$ cat src/rtl/vga_sync_gen.sv
// vga_sync_gen: 640x480@60 VGA timing generator.
// Produces a pixel-rate strobe, horizontal/vertical counters whose origin is the
// start of the sync pulse, active-low sync pulses and the video-on window.
// Optional feature macro: VGA_FRAME_CNT_EN adds a 16-bit frames-completed counter.
module vga_sync_gen #(
    parameter int CLK_DIV = 4,
    parameter int HPIXELS = 800,
    parameter int VLINES  = 521,
    parameter int HSP     = 96,
    parameter int VSP     = 2,
    parameter int HBP     = 144,
    parameter int HFP     = 784,
    parameter int VBP     = 31,
    parameter int VFP     = 511
) (
    input  logic        clk,
    input  logic        rst_n,
    output logic        pix_en,
    output logic [9:0]  hc,
    output logic [9:0]  vc,
    output logic        hsync,
    output logic        vsync,
    output logic        vidon,
    output logic        line_start,
    output logic        frame_start
`ifdef VGA_FRAME_CNT_EN
    ,
    output logic [15:0] frame_cnt
`endif
);

    // A 1-bit divider is kept even when CLK_DIV=1 so the counter never has zero width.
    localparam int DIV_W = (CLK_DIV > 1) ? $clog2(CLK_DIV) : 1;
    localparam logic [DIV_W-1:0] DIV_LAST = DIV_W'(CLK_DIV - 1);

    localparam logic [9:0] H_LAST = 10'(HPIXELS - 1);
    localparam logic [9:0] V_LAST = 10'(VLINES - 1);
    localparam logic [9:0] HSP_C  = 10'(HSP);
    localparam logic [9:0] VSP_C  = 10'(VSP);
    localparam logic [9:0] HBP_C  = 10'(HBP);
    localparam logic [9:0] HFP_C  = 10'(HFP);
    localparam logic [9:0] VBP_C  = 10'(VBP);
    localparam logic [9:0] VFP_C  = 10'(VFP);

    logic [DIV_W-1:0] div_cnt;
    logic             h_wrap;
    logic             v_wrap;
    logic [9:0]       hc_next;
    logic [9:0]       vc_next;

    // Pixel-rate divider: pix_en is registered, high the clk after div_cnt reaches its last value.
    always_ff @(posedge clk or negedge rst_n) begin
        if (!rst_n) begin
            div_cnt <= '0;
            pix_en  <= 1'b0;
        end else begin
            pix_en  <= (div_cnt == DIV_LAST);
            div_cnt <= (div_cnt == DIV_LAST) ? '0 : div_cnt + DIV_W'(1);
        end
    end

    // Next counter position; vc only moves when hc wraps, and wraps only together with hc.
    always_comb begin
        h_wrap  = (hc == H_LAST);
        v_wrap  = (vc == V_LAST);
        hc_next = h_wrap ? 10'd0 : hc + 10'd1;
        vc_next = vc;
        if (h_wrap) begin
            vc_next = v_wrap ? 10'd0 : vc + 10'd1;
        end
    end

    // Counters and decoded timing, all derived from the next position so they line up with hc/vc.
    always_ff @(posedge clk or negedge rst_n) begin
        if (!rst_n) begin
            hc          <= '0;
            vc          <= '0;
            hsync       <= 1'b0;
            vsync       <= 1'b0;
            vidon       <= 1'b0;
            line_start  <= 1'b0;
            frame_start <= 1'b0;
        end else begin
            line_start  <= 1'b0;
            frame_start <= 1'b0;
            if (pix_en) begin
                hc          <= hc_next;
                vc          <= vc_next;
                hsync       <= (hc_next >= HSP_C);
                vsync       <= (vc_next >= VSP_C);
                vidon       <= (hc_next >= HBP_C) && (hc_next < HFP_C) &&
                               (vc_next >= VBP_C) && (vc_next < VFP_C);
                line_start  <= h_wrap;
                frame_start <= h_wrap && v_wrap;
            end
        end
    end

`ifdef VGA_FRAME_CNT_EN
    // Frames-completed counter, stepping on the same edge that raises frame_start.
    always_ff @(posedge clk or negedge rst_n) begin
        if (!rst_n) begin
            frame_cnt <= '0;
        end else if (pix_en && h_wrap && v_wrap) begin
            frame_cnt <= frame_cnt + 16'd1;
        end
    end
`endif

endmodule

$ cat config.mk
export PLATFORM = sky130hd
export DESIGN_NAME = vga_sync_gen
export DESIGN_NICKNAME = d
export VERILOG_FILES = /design/src/rtl/vga_sync_gen.sv
export SDC_FILE = /design/constraint.sdc
export NUM_CORES = 1
export LEC_CHECK = 0
export ABC_CLOCK_PERIOD_IN_PS = 4000
export CAP_MARGIN = 10
export CORE_ASPECT_RATIO = 2
export CORE_MARGIN = 3
export CORE_UTILIZATION = 58
export CTS_CLUSTER_DIAMETER = 80
export DETAILED_ROUTE_END_ITERATION = 10
export PLACE_DENSITY_LB_ADDON = 0.3
export SLEW_MARGIN = 0
export SYNTH_ARGS = -nofsm -noshare
export SYNTH_HDL_FRONTEND = slang
export SYNTH_SLANG_ARGS = --single-unit
$ cat constraint.sdc
create_clock -name clk -period 4 [get_ports clk]
set_input_delay 0.4 -clock clk [delete_from_list [all_inputs] [get_ports clk]]
set_output_delay 0.4 -clock clk [all_outputs]
set_load 0.05 [all_outputs]
==> metrics.md <==
| Metric | Value |
|---|---|
| Grt ovf | `0` |
| Fillers | `between 200 and 250` |
| Clock edge transition at the registers on the reported setup and hold paths | `around 100 ps` |
| First-pass DRT Iterations | `4` |
| Share of cells above drive strength 1 | `0.1065` |
| Clock tree root buffer cell | `sky130_fd_sc_hd__clkbuf_8` |
| Flip-flop cell with the highest count after synthesis | `sky130_fd_sc_hd__dfrtp_1` |
| Number of distinct library cell variants in the gate-level netlist after synthesis | `47` |
| Category of the critical setup timing path | `register to register` |
| Arrival time at the worst endpoint | `around 2900 ps` |
| Largest net degree at the start of global routing | `26` |
| IO Count | `28` |
| Final hold violation count | `0` |
| Critical path destination | `vidon` |
| CP Capture Type | `register` |
| Global-route layer with the greatest usage | `met2` |
| Cell area after technology mapping | `between 1500 and 2000 sq um` |
| Internal Dissipation | `0.4185 mW` |
| Number of cells in the design after placement | `between 200 and 250` |
| Launching point of the worst reg2reg path | `hc[6]` |
| Sum Neg Setup Slack | `0 ps` |
| Detailed-placement wirelength estimate | `approximately 3200 microns` |
| Via count | `1585` |
| Maximum fanout count along the critical path | `11` |
| Post-DR vias/cell | `6.443` |
| First-pass GRT wire length | `7403 microns` |
| Yosys warnings | `0` |
| Result of the run | `finished, final reports clean` |
| Total routing usage reported by global routing | `0.2520` |
| Average routed wire per standard cell | `17.46 microns` |
| Seq. cell area | `700.7 sq um` |
| Number of non-filler instances in the completed layout | `around 250` |
| Clock tree from TritonCTS | `built` |
| Timing startpoint of the critical path | `hc[6]` |
| Die span in x | `45.63 microns` |
| Logic depth of the worst register-to-register path | `6` |
| Avg Synthesized Cell Area | `9.342 sq um` |
| Worst R2R Setup Slack | `1260 ps` |
| Post-layout util | `0.7210` |
| GR Util met3 | `0.02760` |
| Antenna diode count | `0` |
| M1 GR Usage | `0.2949` |
| Unrepaired setup endpoints after global routing | `no` |
| Count of routing violations after the opening detailed-route iteration | `45` |
| Clock period minus worst slack | `2745 ps` |
| Post-synthesis instance total | `195` |
| Clock Tree Buf Depth | `2` |
| Data required time of the worst path | `4180 ps` |
| Clock group share of total power | `0.438` |
| Multi-input gate area in the final layout | `1030 sq um` |
| Power dissipated by switching net loads | `0.09733 mW` |
| Post-CTS Setup Inserts | `0` |
| DIE AREA | `3890 sq um` |
| Via count of the first global-routing pass | `1599` |
| Clock net sink count | `28` |
| Clock latency reported for the late side of the worst-skew pair | `280 ps` |
| Final clock period utilization by the worst path | `0.6862` |
| Post-place setup slack | `1280 ps` |
| Quantity of hold-fixing buffers added after cts | `0` |
| Leakage power of the design | `0.8554 nW` |
| Number of clock buffers inserted by TritonCTS | `3` |
| Synth-to-Final Area Change | `17.86%` |
| Cell Pwr Density | `240.2 nW/um^2` |
| DRT antenna net count | `0` |
| Share of synthesized area occupied by flip-flops and latches | `0.3846` |
| Transition time at the pin with the least slew margin | `around 1100 ps` |
| Switching share of total power | `0.1887` |
| Endpoints failing setup | `0` |
| H-tree Lvls | `1` |
| Buffers added on ports | `27` |
| Die span in y | `85.26 microns` |
| Aggregate routed wire length | `4296 microns` |
| Relative contribution of sequential cells to total power | `0.548` |
| Critical Path Start Type | `register` |
| Initial standard-cell utilization of the core | `0.6118` |
| Number of DRC violations after detailed routing | `0` |
| Max transition margin | `0.2944` |
| Core Area | `2978 sq um` |
| Worst clock skew | `2.614 ps` |
| Number of antenna violations at the first check in global routing | `0` |
| Largest vdd supply drop | `0.2197 mV` |
| Weighted congestion reported at the end of routability-driven placement | `0.9251` |
| Number of nets in the final layout | `224` |
| Final setup margin | `1255 ps` |
| Hold crit path type | `register to register` |
| Met2 track demand over resource | `0.4344` |
| Fraction of registers with async set or reset after synthesis | `1.000` |
| Combinational fraction of design power | `0.013` |
| Number of enable-type register cells in the synthesized netlist | `0` |
| Maximum Capacitance Violations | `0` |
| Synthesized Nets | `202` |
| Cells resized by post-CTS repair | `0` |
| Max Clk Rate | `364.3 MHz` |
| FP Rows | `28` |
| Post-synthesis register bit count | `28` |
| Final Max Tran Viols | `0` |
| Capture instance of the worst register-to-register path | `vidon` |
cells by family after synthesis:
| family | Yosys count | share of synthesized area |
|---|---|---|
| XOR/XNOR | 15 | 0.07212 |
| AND/OR/NAND/NOR | 84 | 0.2761 |
| adder cells (fa/ha/maj) | 5 | 0.03434 |
| flip-flops | 28 | 0.3846 |
| AO/OA/AOI/OAI | 39 | 0.1477 |
| buffers and inverters | 18 | 0.05013 |
| multiplexers | 6 | 0.03503 |
Yosys cell counts (2+ instances only):
cell type / number / share of area
sky130_fd_sc_hd__a21oi_1: 13 / 0.036
sky130_fd_sc_hd__inv_1: 6 / 0.012
sky130_fd_sc_hd__mux2i_1: 3 / 0.016
sky130_fd_sc_hd__o31ai_1: 2 / 0.0082
sky130_fd_sc_hd__nor3_1: 4 / 0.011
sky130_fd_sc_hd__buf_6: 3 / 0.019
sky130_fd_sc_hd__nand2_1: 19 / 0.039
sky130_fd_sc_hd__or2_2: 2 / 0.0069
sky130_fd_sc_hd__nand3_1: 9 / 0.025
sky130_fd_sc_hd__nor2_1: 17 / 0.035
sky130_fd_sc_hd__and3_1: 4 / 0.014
sky130_fd_sc_hd__mux2_2: 3 / 0.019
sky130_fd_sc_hd__nor4_1: 6 / 0.021
sky130_fd_sc_hd__nand4_1: 4 / 0.014
sky130_fd_sc_hd__o21ai_0: 9 / 0.025
sky130_fd_sc_hd__xnor2_1: 12 / 0.058
sky130_fd_sc_hd__nand3b_1: 2 / 0.0082
sky130_fd_sc_hd__or4_1: 2 / 0.0082
sky130_fd_sc_hd__dfrtp_1: 28 / 0.38
sky130_fd_sc_hd__ha_1: 5 / 0.034
sky130_fd_sc_hd__nor4b_2: 2 / 0.016
sky130_fd_sc_hd__xor2_1: 3 / 0.014
sky130_fd_sc_hd__a211oi_1: 2 / 0.0082
sky130_fd_sc_hd__a31oi_1: 2 / 0.0069
sky130_fd_sc_hd__o211ai_1: 2 / 0.0082
sky130_fd_sc_hd__clkbuf_1: 8 / 0.016
sky130_fd_sc_hd__o211a_1: 2 / 0.011
sky130_fd_sc_hd__and4bb_2: 2 / 0.014
sequential cells by signal, summed over array words and instances (netlist names):
name / count
hc: 10
vc: 10
div_cnt: 2
frame_start: 1
hsync: 1
line_start: 1
pix_en: 1
vidon: 1
vsync: 1
layout make-up:
cell class / count / share of cell area
Multi-Input combinational cell: 149 / 0.4796
Sequential cell: 28 / 0.3263
Timing Repair Buffer: 29 / 0.1329
Clock buffer: 3 / 0.01923
Tap cell: 30 / 0.01748
Clock inverter: 1 / 0.01399
Inverter: 6 / 0.01049
metrics by stage:
| step | hold slack, ps | total power, mW | cell area, sq um |
|---|---|---|---|
| 2_1_floorplan | 104.4 | 0.2885 | 1822 |
| 3_3_place_gp | 414.0 | 0.2957 | 2076 |
| 3_5_place_dp | 425.3 | 0.2959 | 2076 |
| 4_1_cts | 436.6 | 0.5212 | 2147 |
| 5_1_grt | 459.5 | 0.5297 | 2147 |
| 6_report | 435.0 | 0.5158 | 2147 |
how the worst min path moves through the flow:
stage	startpoint	to	slack, ps	cells past startpoint
CTS	div_cnt[0]	div_cnt[0]	440	1
finish	div_cnt[0]	div_cnt[0]	430	1
detailed placement	div_cnt[0]	div_cnt[0]	430	1
floorplan	rst_n	div_cnt[0]	100	0
global placement	div_cnt[0]	div_cnt[0]	410	1
global route	div_cnt[0]	div_cnt[0]	460	1
critical path, stage by stage (launching register included):
cell                        delay (ps)
sky130_fd_sc_hd__dfrtp_1           520
sky130_fd_sc_hd__nand4bb_1         500
sky130_fd_sc_hd__nor4_1            600
sky130_fd_sc_hd__mux2i_1           250
sky130_fd_sc_hd__o211ai_1          130
sky130_fd_sc_hd__or4_1             530
sky130_fd_sc_hd__o211a_1           120
cell usage in the layout, fill, tap and decap left out, types with 2 or more instances in the layout:
| cell | Yosys | layout |
|---|---|---|
| sky130_fd_sc_hd__o211ai_1 | 2 | 2 |
| sky130_fd_sc_hd__clkdlybuf4s50_1 | 0 | 27 |
| sky130_fd_sc_hd__o21ai_0 | 9 | 9 |
| sky130_fd_sc_hd__nor2_1 | 17 | 17 |
| sky130_fd_sc_hd__or2_2 | 2 | 2 |
| sky130_fd_sc_hd__nand3b_1 | 2 | 2 |
| sky130_fd_sc_hd__nor3_1 | 4 | 4 |
| sky130_fd_sc_hd__a211oi_1 | 2 | 2 |
| sky130_fd_sc_hd__dfrtp_1 | 28 | 28 |
| sky130_fd_sc_hd__nor4b_2 | 2 | 2 |
| sky130_fd_sc_hd__and3_1 | 4 | 4 |
| sky130_fd_sc_hd__nand2_1 | 19 | 19 |
| sky130_fd_sc_hd__xnor2_1 | 12 | 12 |
| sky130_fd_sc_hd__ha_1 | 5 | 5 |
| sky130_fd_sc_hd__a21oi_1 | 13 | 13 |
| sky130_fd_sc_hd__or4_1 | 2 | 2 |
| sky130_fd_sc_hd__nand4_1 | 4 | 4 |
| sky130_fd_sc_hd__mux2_2 | 3 | 3 |
| sky130_fd_sc_hd__xor2_1 | 3 | 3 |
| sky130_fd_sc_hd__inv_1 | 6 | 6 |
| sky130_fd_sc_hd__and4bb_2 | 2 | 2 |
| sky130_fd_sc_hd__mux2i_1 | 3 | 3 |
| sky130_fd_sc_hd__a31oi_1 | 2 | 2 |
| sky130_fd_sc_hd__o211a_1 | 2 | 2 |
| sky130_fd_sc_hd__buf_4 | 0 | 2 |
| sky130_fd_sc_hd__clkbuf_8 | 0 | 3 |
| sky130_fd_sc_hd__nand3_1 | 9 | 9 |
| sky130_fd_sc_hd__nor4_1 | 6 | 6 |
| sky130_fd_sc_hd__o31ai_1 | 2 | 2 |
power by group through the flow:
stage	Sequential [mW]	Combinational, mW	Clock (mW)
floorplan	0.289	0.000000370	0
global placement	0.288	0.00724	0
detailed placement	0.288	0.00748	0
CTS	0.283	0.00770	0.231
global route	0.283	0.00818	0.239
finish	0.283	0.00692	0.226
layer usage:
metal / vias up / part of all wire
met5: - / 0
met4: 0 / 0.026
met3: 11 / 0.041
met2: 57 / 0.55
met1: 767 / 0.39
li1: 750 / -
Note: power is estimated with default switching activity, not from simulation.
